**config.mk**
```make
export PLATFORM = sky130hd
export DESIGN_NAME = gmii_tx_arbiter
export DESIGN_NICKNAME = d
export VERILOG_FILES = /design/src/rtl/eth_pkg.sv /design/src/rtl/gmii_rr_pick.sv /design/src/rtl/gmii_tx_arbiter.sv
export SDC_FILE = /design/constraint.sdc
export NUM_CORES = 1
export LEC_CHECK = 0
export ABC_AREA = 1
export BUFFER_PORTS_ARGS = -buffer_cell sky130_fd_sc_hd__buf_2
export CORE_MARGIN = 3
export CORE_UTILIZATION = 25
export DETAILED_ROUTE_END_ITERATION = 6
export HOLD_SLACK_MARGIN = 0.08
export PLACE_DENSITY = 0.43
export SYNTH_ARGS = -nofsm -noshare
export SYNTH_HDL_FRONTEND = slang
export SYNTH_SLANG_ARGS = --single-unit
```
**constraint.sdc**
```tcl
create_clock -name gmii_tx_clk -period 3.7 [get_ports gmii_tx_clk]
set_clock_uncertainty 0.1 [all_clocks]
set_input_delay 0.37 -clock gmii_tx_clk [delete_from_list [all_inputs] [get_ports gmii_tx_clk]]
set_output_delay 0.37 -clock gmii_tx_clk [all_outputs]
set_load 0.05 [all_outputs]
```
**src/rtl/eth_pkg.sv**
```systemverilog
`default_nettype none
// ============================================================================
// Module      : eth_pkg
// Description : Shared constants for the GMII transmit arbiter: data width,
//               default timing parameters and the arbiter state encoding.
// Revision    : 1.0 - initial release
// ============================================================================
package eth_pkg;

    // GMII data path width in bits
    localparam int c_GMII_W = 8;

    // Default timing parameters (all in gmii_tx_clk cycles)
    localparam int c_IFG_CYCLES = 12;
    localparam int c_START_TMO  = 64;
    localparam int c_MAX_LEN    = 1530;

    // Arbiter state encoding
    localparam logic [1:0] c_ST_IDLE  = 2'd0;
    localparam logic [1:0] c_ST_GRANT = 2'd1;
    localparam logic [1:0] c_ST_SEND  = 2'd2;
    localparam logic [1:0] c_ST_IFG   = 2'd3;

endpackage
`default_nettype wire

```
**src/rtl/gmii_rr_pick.sv**
```systemverilog
`default_nettype none
// ============================================================================
// Module      : gmii_rr_pick
// Description : Combinational two-way round-robin winner select.
//               The source that was not served last wins if it requests,
//               otherwise the last-served source wins if it requests.
// Ports       : i_req     - per-source request
//               i_last_id - index of the last granted source
//               o_valid   - at least one source is requesting
//               o_winner  - index of the selected source
// Revision    : 1.0 - initial release
// ============================================================================
module gmii_rr_pick (
    input  logic [1:0] i_req,
    input  logic       i_last_id,
    output logic       o_valid,
    output logic       o_winner
);

    logic w_other;

    assign w_other = ~i_last_id;

    always_comb begin
        o_valid  = |i_req;
        o_winner = i_req[w_other] ? w_other : i_last_id;
    end

endmodule
`default_nettype wire

```
**src/rtl/gmii_tx_arbiter.sv**
```systemverilog
`default_nettype none
// ============================================================================
// Module      : gmii_tx_arbiter
// Description : Shares one GMII transmit path between two packet sources.
//               Whole packets are granted round-robin, an inter-frame gap is
//               forced after every packet, a granted source that never starts
//               is timed out and an over-long packet is truncated.
// Ports       : gmii_tx_clk - sole clock (125 MHz)
//               rst         - synchronous active-high reset
//               src_req     - per-source request, held until packet sent
//               src_gnt     - per-source grant, one-hot or zero
//               src_tx_en   - per-source GMII enable
//               src_txd     - per-source GMII data, [7:0] src0, [15:8] src1
//               gmii_tx_en  - arbitrated GMII enable
//               gmii_txd    - arbitrated GMII data, 0 when not enabled
//               busy        - arbiter is not idle
//               act_id      - index of the last or current granted source
//               tmo_pulse   - grant revoked because the source never started
//               abort_pulse - packet truncated at MAX_LEN
// Revision    : 1.0 - initial release
// ============================================================================
module gmii_tx_arbiter
    import eth_pkg::*;
#(
    parameter int IFG_CYCLES = c_IFG_CYCLES,
    parameter int START_TMO  = c_START_TMO,
    parameter int MAX_LEN    = c_MAX_LEN
) (
    input  logic                  gmii_tx_clk,
    input  logic                  rst,
    input  logic [1:0]            src_req,
    output logic [1:0]            src_gnt,
    input  logic [1:0]            src_tx_en,
    input  logic [2*c_GMII_W-1:0] src_txd,
    output logic                  gmii_tx_en,
    output logic [c_GMII_W-1:0]   gmii_txd,
    output logic                  busy,
    output logic                  act_id,
    output logic                  tmo_pulse,
    output logic                  abort_pulse
);

    localparam logic [15:0] c_LEN_MAX  = 16'(MAX_LEN);
    localparam logic [15:0] c_TMO_LAST = 16'(START_TMO - 1);
    localparam logic [7:0]  c_IFG_LAST = 8'(IFG_CYCLES - 1);

    logic [1:0]          r_state;
    logic [1:0]          r_gnt;
    logic                r_act_id;
    logic                r_tx_en;
    logic [c_GMII_W-1:0] r_txd;
    logic                r_tmo_pulse;
    logic                r_abort_pulse;
    logic [15:0]         r_wait;
    logic [15:0]         r_len;
    logic [7:0]          r_ifg;
    // A truncated source keeps its request parked here until it lets go,
    // so its leftover bytes can never be granted as a fresh packet.
    logic [1:0]          r_blk;

    logic [1:0]          w_req;
    logic                w_win_valid;
    logic                w_winner;
    logic                w_sel_en;
    logic [c_GMII_W-1:0] w_sel_txd;

    assign w_req     = src_req & ~r_blk;
    assign w_sel_en  = src_tx_en[r_act_id];
    assign w_sel_txd = r_act_id ? src_txd[2*c_GMII_W-1:c_GMII_W] : src_txd[c_GMII_W-1:0];

    gmii_rr_pick u_rr_pick (
        .i_req     (w_req),
        .i_last_id (r_act_id),
        .o_valid   (w_win_valid),
        .o_winner  (w_winner)
    );

    always_ff @(posedge gmii_tx_clk) begin
        if (rst) begin
            r_state       <= c_ST_IDLE;
            r_gnt         <= 2'b00;
            r_act_id      <= 1'b1;
            r_tx_en       <= 1'b0;
            r_txd         <= '0;
            r_tmo_pulse   <= 1'b0;
            r_abort_pulse <= 1'b0;
            r_wait        <= 16'd0;
            r_len         <= 16'd0;
            r_ifg         <= 8'd0;
            r_blk         <= 2'b00;
        end else begin
            r_tmo_pulse   <= 1'b0;
            r_abort_pulse <= 1'b0;
            r_blk         <= r_blk & src_req;

            case (r_state)
                c_ST_IDLE: begin
                    r_tx_en <= 1'b0;
                    r_txd   <= '0;
                    if (w_win_valid) begin
                        r_gnt    <= w_winner ? 2'b10 : 2'b01;
                        r_act_id <= w_winner;
                        r_wait   <= 16'd0;
                        r_state  <= c_ST_GRANT;
                    end
                end

                c_ST_GRANT: begin
                    if (w_sel_en) begin
                        // First byte is forwarded in the same cycle it is seen
                        r_tx_en <= 1'b1;
                        r_txd   <= w_sel_txd;
                        r_len   <= 16'd1;
                        r_state <= c_ST_SEND;
                    end else if (!src_req[r_act_id]) begin
                        r_gnt   <= 2'b00;
                        r_state <= c_ST_IDLE;
                    end else if (r_wait == c_TMO_LAST) begin
                        // Nothing was sent, so no gap is needed
                        r_gnt       <= 2'b00;
                        r_tmo_pulse <= 1'b1;
                        r_state     <= c_ST_IDLE;
                    end else begin
                        r_wait <= r_wait + 16'd1;
                    end
                end

                c_ST_SEND: begin
                    if (!w_sel_en) begin
                        r_tx_en <= 1'b0;
                        r_txd   <= '0;
                        r_gnt   <= 2'b00;
                        r_ifg   <= 8'd0;
                        r_state <= c_ST_IFG;
                    end else if (r_len == c_LEN_MAX) begin
                        r_tx_en         <= 1'b0;
                        r_txd           <= '0;
                        r_gnt           <= 2'b00;
                        r_abort_pulse   <= 1'b1;
                        r_blk[r_act_id] <= 1'b1;
                        r_ifg           <= 8'd0;
                        r_state         <= c_ST_IFG;
                    end else begin
                        r_tx_en <= 1'b1;
                        r_txd   <= w_sel_txd;
                        r_len   <= r_len + 16'd1;
                    end
                end

                c_ST_IFG: begin
                    r_tx_en <= 1'b0;
                    r_txd   <= '0;
                    if (r_ifg == c_IFG_LAST) begin
                        r_state <= c_ST_IDLE;
                    end else begin
                        r_ifg <= r_ifg + 8'd1;
                    end
                end

                default: begin
                    r_tx_en <= 1'b0;
                    r_txd   <= '0;
                    r_gnt   <= 2'b00;
                    r_state <= c_ST_IDLE;
                end
            endcase
        end
    end

    assign src_gnt     = r_gnt;
    assign gmii_tx_en  = r_tx_en;
    assign gmii_txd    = r_txd;
    assign busy        = (r_state != c_ST_IDLE);
    assign act_id      = r_act_id;
    assign tmo_pulse   = r_tmo_pulse;
    assign abort_pulse = r_abort_pulse;

endmodule
`default_nettype wire

```
* After elaboration in Yosys (flattened, before gate mapping) *
Index checks and enable logic that the tools add are counted.

word-level totals
  register bits = 58
  bits in latches = 0
  memory bits (writable) = 0
  ROM bits = 0
  bits of input ports = 22
  output and inout bits = 15
  word-level logic and storage cells = 111
  memories kept = 0

operators by class
  $add $sub $neg = 3
  multipliers = 0
  div/mod/pow operators = 0
  order comparisons = 3
  equality and inequality tests = 18
  shift operators = 0
  muxes and demuxes = 50
  bitwise gates (word level) = 9
  reduce and logical (&&, ||, !) cells = 17

operators with widths
  kind                                                                           count
  16-bit two-way mux                                                             7
  16-bit case mux with 2 select lines                                            2
  8-bit two-way mux                                                              7
  16-bit by 1-bit adder with 16-bit output (second input constant)               2
  2-bit two-way mux                                                              15
  8-bit case mux with 3 select lines                                             1
  16-bit by 11-bit equality test with 1-bit output (second input constant)       1
  16-bit by 6-bit equality test with 1-bit output (second input constant)        1
  2-bit != test (second input constant)                                          8
  8-bit case mux with 2 select lines                                             1
  1-bit two-way mux                                                              13
  5-bit AND reduction                                                            2
  8-bit by 1-bit adder with 8-bit output (second input constant)                 1
  8-bit by 4-bit equality test with 1-bit output (second input constant)         1
  2-bit case mux with 4 select lines                                             1
  4-bit AND reduction                                                            2
  2-bit nonzero test                                                             4
  3-bit != test (second input constant)                                          2
  2-bit case mux with 3 select lines                                             1
  1-bit NOT                                                                      5
  2-bit bitwise AND                                                              2
  2-bit equality test (second input constant)                                    2
  1-bit by 2-bit less-than comparator with 1-bit output (second input constant)  2
  4-bit != test (second input constant)                                          1
  15 further kinds                                                               16

* Depth between registers and ports, before layout *
  depth in word-level cells = 8
  gate-level depth with buffers = 12
  depth with buffers taken out = 11

* Cells and area by module *
A second synthesis with hierarchy kept.

second synthesis, totals
  cells, all modules = 526
  area total of the unflattened synthesis = 3384.5 µm²

modules (own cells, without submodules)
  module           instances  cells each  area an instance (µm²)  seq. area each (µm²)
  gmii_tx_arbiter  1          520         3359.5                  1161.1
  gmii_rr_pick     1          6           25.0                    0.0

* Worst setup path before layout *
Ideal clock, no wire load.

  path type = register -> register
  from = reg r_act_id, in the netlist act_id
  to = reg r_gnt[1], in the netlist src_gnt[1]
  library setup time = 114 ps
  arrival = 1624 ps
  required time = 3486 ps
  setup slack = 1862 ps
  stages on the path, launching flop included = 13
  buffers on the path = 1
  period minus slack after synthesis = 1838 ps
  cells stage by stage = dfxtp_1 -> inv_2 -> nand2_1 -> nand2_2 -> nand2_1 -> inv_1 -> nand2_1 -> buf_4 -> nand3_1 -> nor2_1 -> nand2_1 -> nand2_1 -> nor2_1

on the way
  word-level cells in the longest chain between the ends = 6
  elaborated cells on any way between the ends = 18
  classes of those cells = eq/ne: 3; mux: 13; bitwise: 1; reduce/logical: 1

ends and longest elaborated chain
  item                                                  RTL line                RTL
  from (decl)                                           gmii_tx_arbiter.sv:49   logic r_act_id;
  from (signal assigned)                                gmii_tx_arbiter.sv:102  r_act_id <= w_winner;
  1-bit two-way mux (implied by the code) (2 in a row)  gmii_rr_pick.sv:26      o_winner = i_req[w_other] ? w_other : i_last_id;
  1-bit two-way mux                                     gmii_rr_pick.sv:26
  2-bit two-way mux                                     gmii_tx_arbiter.sv:101  r_gnt <= w_winner ? 2'b10 : 2'b01;
  2-bit two-way mux                                     gmii_tx_arbiter.sv:100  if (w_win_valid) begin
  2-bit case mux with 3 select lines                    gmii_tx_arbiter.sv:96   case (r_state)
  to (signal assigned)                                  gmii_tx_arbiter.sv:101
  to (decl)                                             gmii_tx_arbiter.sv:48   logic [1:0] r_gnt;

Parallel ways exist; a longest one is shown, timed or not. The select of a mux whose other input is x is not followed.
A chain may end at the register's enable or synchronous reset.

* Worst setup path after layout *
  from = reg r_act_id, in the netlist act_id
  to = reg r_ifg[5]

on the way
  word-level cells in the longest chain between the ends = 4
  elaborated cells on any way between the ends = 6
  classes of those cells = eq/ne: 1; mux: 4; reduce/logical: 1

ends and longest elaborated chain
  item                                                                                        RTL line                RTL
  1-bit two-way mux (implied by the code) * (2 in a row)                                      gmii_tx_arbiter.sv:68   assign w_sel_en = src_tx_en[r_act_id];
  3-bit != test (no line) / 8-bit two-way mux (equally long branches)                         n/a
  3-bit AND reduction (no line) / 8-bit case mux with 2 select lines (equally long branches)  n/a
  to (signal assigned)                                                                        gmii_tx_arbiter.sv:156  r_ifg <= r_ifg + 8'd1;
  to (decl)                                                                                   gmii_tx_arbiter.sv:56   logic [7:0] r_ifg;

Mark *: on every way between the ends. The rest lies on a longest branch, timed or not. The select of a mux whose other input is x is not followed.

==> run summary <==
The first-pass GRT wire length is 15230 um. The count of buffers added by post-CTS timing repair for setup came out at 0. The setup check on the worst reg-to-reg path leaves a slack of 1.21 ns. The combinational cell fraction of total power came out at 0.391. The least setup slack across all paths after layout came out at 1.214 ns. For this design, the CTS-stage hold fixing added 0 buffers.

The worst relative slew slack is 0.4834. The tree is rooted in a sky130_fd_sc_hd__clkbuf_16. The number of flip-flops and latches in the synthesized netlist is 58. The count of placed standard cells including taps is 710. The post-layout minimum cycle time came out at 2.486 ns.

The highest net fanout along the worst path is 15. Wires add up to 8843 um. The routed wire length per instance came out at 12.20 um.

The type of the tightest min-delay check is input port to flop. Of the total power, registers draw 0.306. During I/O placement, the number of pins put on the boundary was 37. Of the total power, the share spent switching nets is 0.4235. The first-pass detailed-route iteration total came out at 4. The weighted congestion reported at the end of routability-driven placement came out at 0.8138. The met2 track utilization from global routing is 0.1972. The share of the yosys chip area belonging to registers came out at 0.3477. For this run, the number of standard cells in the final layout without fillers is 725.

The slew at the pin closest to its max-slew limit came out at 0.7727 ns. The highest achievable clock rate came out at 0.4022 GHz. Summed over all cells, the static leakage comes to 1.647 nW. The starting density of the core came out at 0.2604. After filler insertion, the fill cell instance count of the layout stands at 1454. The number of buffers created by CTS is 9. In this run the deepest clock path goes through 2 buffers. The via density per instance came out at 4.542. The max-cap check violation count came out at 0. For met1 alone, demand over resource in global routing was 0.1753.

The core box area came out at 12820 um2. The initial antenna violation count is 0. The total number of clock tree sinks is 58. Setup violations remaining at the end of the flow were counted as 0. The maximum number of pins on one net before global-route repair came out at 32. The maximum ir drop on the vdd rail is 0.0003226 V. Yosys printed 0 warnings. The end of the worst hold path is r_blk[1]. The number of global-route vias before repair came out at 3115. After clock tree synthesis, the repair step resized 0 gates. After global routing the overflow that remains totals 0. The post-synthesis cell area came out at 3339 um2. The arrival time at the worst endpoint came out at 2.61 ns. The launch instance of the worst min-delay path is src_req[1]. The share of the clock period used by the worst path after layout is 0.6719. The synthesized netlist cell count came out at 516. The run finished with clean final reports. For this design the ratio of total power to cell area is 634.2 nW/um2. The floorplan step defined a die boundary enclosing 14780 um2. The area growth from synthesis to layout is 17.76%.

The x dimension of the die came out at 121.6 um. The internal portion of the total power is 0.001438 W. For the worst-skew pair, the clock arrives at the later sink with an insertion delay of 0.33 ns. The global routing usage on met3 is 0.04039. The routed layout has 3293 vias. The number of antenna diodes in the final layout is 0. The register clock-pin slew on the reported worst setup and hold paths came out at 0.05 ns. On the final layout, the worst hold slack is 0.2202 ns. The post-layout net count is 579. The area of all placed cells without fillers is 3933 um2. The number of distinct library cells after synthesis came out at 30.

The depth of the CTS H-tree is 3. The global-route layer with the greatest usage is met2. TritonCTS built the clock tree.

Counting instances, the worst hold path has a depth of 3. The max-slew violation count is 0. The required time at the worst-slack endpoint is 3.83 ns.

In this run the power spent charging and discharging nets is 0.001056 W. The number of nets in the synthesized netlist is 546. The worst setup slack after placement came out at 1.216 ns. The length in cells of the worst reg-to-reg path came out at 11. The part of the total power dissipated in the clock network is 0.303.

After detailed placement, the total cell area comes to 3661 um2. The number of endpoints with negative hold slack in the final report came out at 0. Of the cells placed in the final design, the portion with a size suffix greater than 1 is 0.1356. The nature of the critical path startpoint is a flop. The half-perimeter wire length after detailed placement came out at 6482 um.

The setup TNS after final layout came out at 0 ns. The height of the chip came out at 121.6 um. Across every metal layer, demand over resource in global routing totals 0.1296. The startpoint identified for the worst register-to-register timing path is act_id. In the routed design, unresolved DRC markers number 0. Setup repair after global routing left no endpoint under its margin. The floorplan row count came out at 41. STA classifies the critical path endpoint as a flop. In this run the remaining antenna-violating nets after routing total 0. The violation count after the first detailed-route iteration is 116. The setup path with the least slack is of type flop to flop. The worst register-to-register path ends at r_ifg[5]. The mean instance size in the synthesized netlist came out at 6.472 um2. The count of buffers from port buffering came out at 36.
worst max-delay path by stage:
stage | start | endpoint
floorplan | act_id | src_gnt[1]
global placement | act_id | r_ifg[5]
detailed placement | act_id | r_len[15]
CTS | act_id | r_ifg[5]
global route | act_id | r_ifg[5]
finish | act_id | r_ifg[5]
synth_stat cells (all sizes together):
library cell | number | area, um2
o211ai | 7 | 52.55
a31oi | 9 | 56.30
clkinv | 1 | 3.750
xor2 | 8 | 70.07
nand3 | 42 | 222.7
nand4 | 16 | 100.1
a2111oi | 1 | 15.01
nand2 | 132 | 528.0
a221oi | 1 | 8.760
clkbuf | 9 | 33.78
or2 | 8 | 50.05
buf | 6 | 47.54
nand3b | 1 | 7.510
nor3 | 9 | 45.04
nor2 | 85 | 329.1
inv | 56 | 210.2
ha | 8 | 100.1
o21bai | 1 | 7.510
dfxtp | 58 | 1161
o21ai | 16 | 80.07
a21oi | 42 | 210.2
final cells by class:
cell class                      instances  area, um2  share of cell area
Clock buffer                           12      256.5             0.06522
Clock inverter                          3      15.01            0.003818
Inverter                               57      214.0             0.05441
Multi-Input combinational cell        386       1883              0.4788
Sequential cell                        58       1161              0.2953
Tap cell                              172      215.2             0.05472
Timing Repair Buffer                   37      187.7             0.04773
routing by layer:
layer	routed length [um]	vias up
met1	4481	1485
met3	376	8
met4	105	0
met2	3879	52
li1	-	1748
met5	0	-
power groups by stage:
stage,clock [W],combinational (W),sequential (W)
finish,0.000756,0.000974,0.000764
global route,0.000822,0.00110,0.000776
CTS,0.000792,0.000984,0.000765
detailed placement,0,0.000984,0.000778
global placement,0,0.000981,0.000778
floorplan,0,0.000707,0.000860
state kept, by name, indices dropped and copies added, names as in the netlist, named ones only:
name	flops
r_state	1
src_gnt	2
r_wait	16
abort_pulse	1
r_len	16
r_ifg	8
gmii_txd	8
tmo_pulse	1
act_id	1
r_blk	2
gmii_tx_en	1
placed cells by master (no fill, tap or decap), drive strengths merged:
cell type and count:
clkbuf 12, o211ai 7, nor2 85, or2 8
ha 8, nor3 9, clkinv 4, nand3 42
dfxtp 58, a21oi 42, xor2 8, nand2 132
a31oi 9, o21ai 16, nand4 16, nand3b 1
buf 37, inv 56, o21bai 1, a221oi 1
a2111oi 1
kinds of logic after synthesis:
| kind of cell | count (synthesis) | synth area share |
|---|---|---|
| AND/OR/NAND/NOR | 293 | 0.3840 |
| AO/OA/AOI/OAI | 77 | 0.1289 |
| buffers and inverters | 72 | 0.08842 |
| flip-flops | 58 | 0.3477 |
| XOR/XNOR | 8 | 0.02098 |
| adder cells (fa/ha/maj) | 8 | 0.02997 |
critical path, cell delays in order, from the launching register on:
cell                      delay (ns)
sky130_fd_sc_hd__dfxtp_1        0.67
sky130_fd_sc_hd__inv_2          0.23
sky130_fd_sc_hd__nand2_1        0.12
sky130_fd_sc_hd__nand2_2        0.10
sky130_fd_sc_hd__nand2_1        0.12
sky130_fd_sc_hd__inv_1          0.07
sky130_fd_sc_hd__nand2_1        0.36
sky130_fd_sc_hd__nand2_2        0.25
sky130_fd_sc_hd__inv_2          0.18
sky130_fd_sc_hd__nand3_1        0.09
sky130_fd_sc_hd__nand2_1        0.07
sky130_fd_sc_hd__nor2_1         0.04
through the flow:
step                  util  total power (W)
global route        0.3066         0.002698
floorplan                -         0.001567
detailed placement  0.2855         0.001761
CTS                 0.3066         0.002541
global placement    0.2855         0.001760
finish              0.3066         0.002494
(Power assumes the default switching activity.)
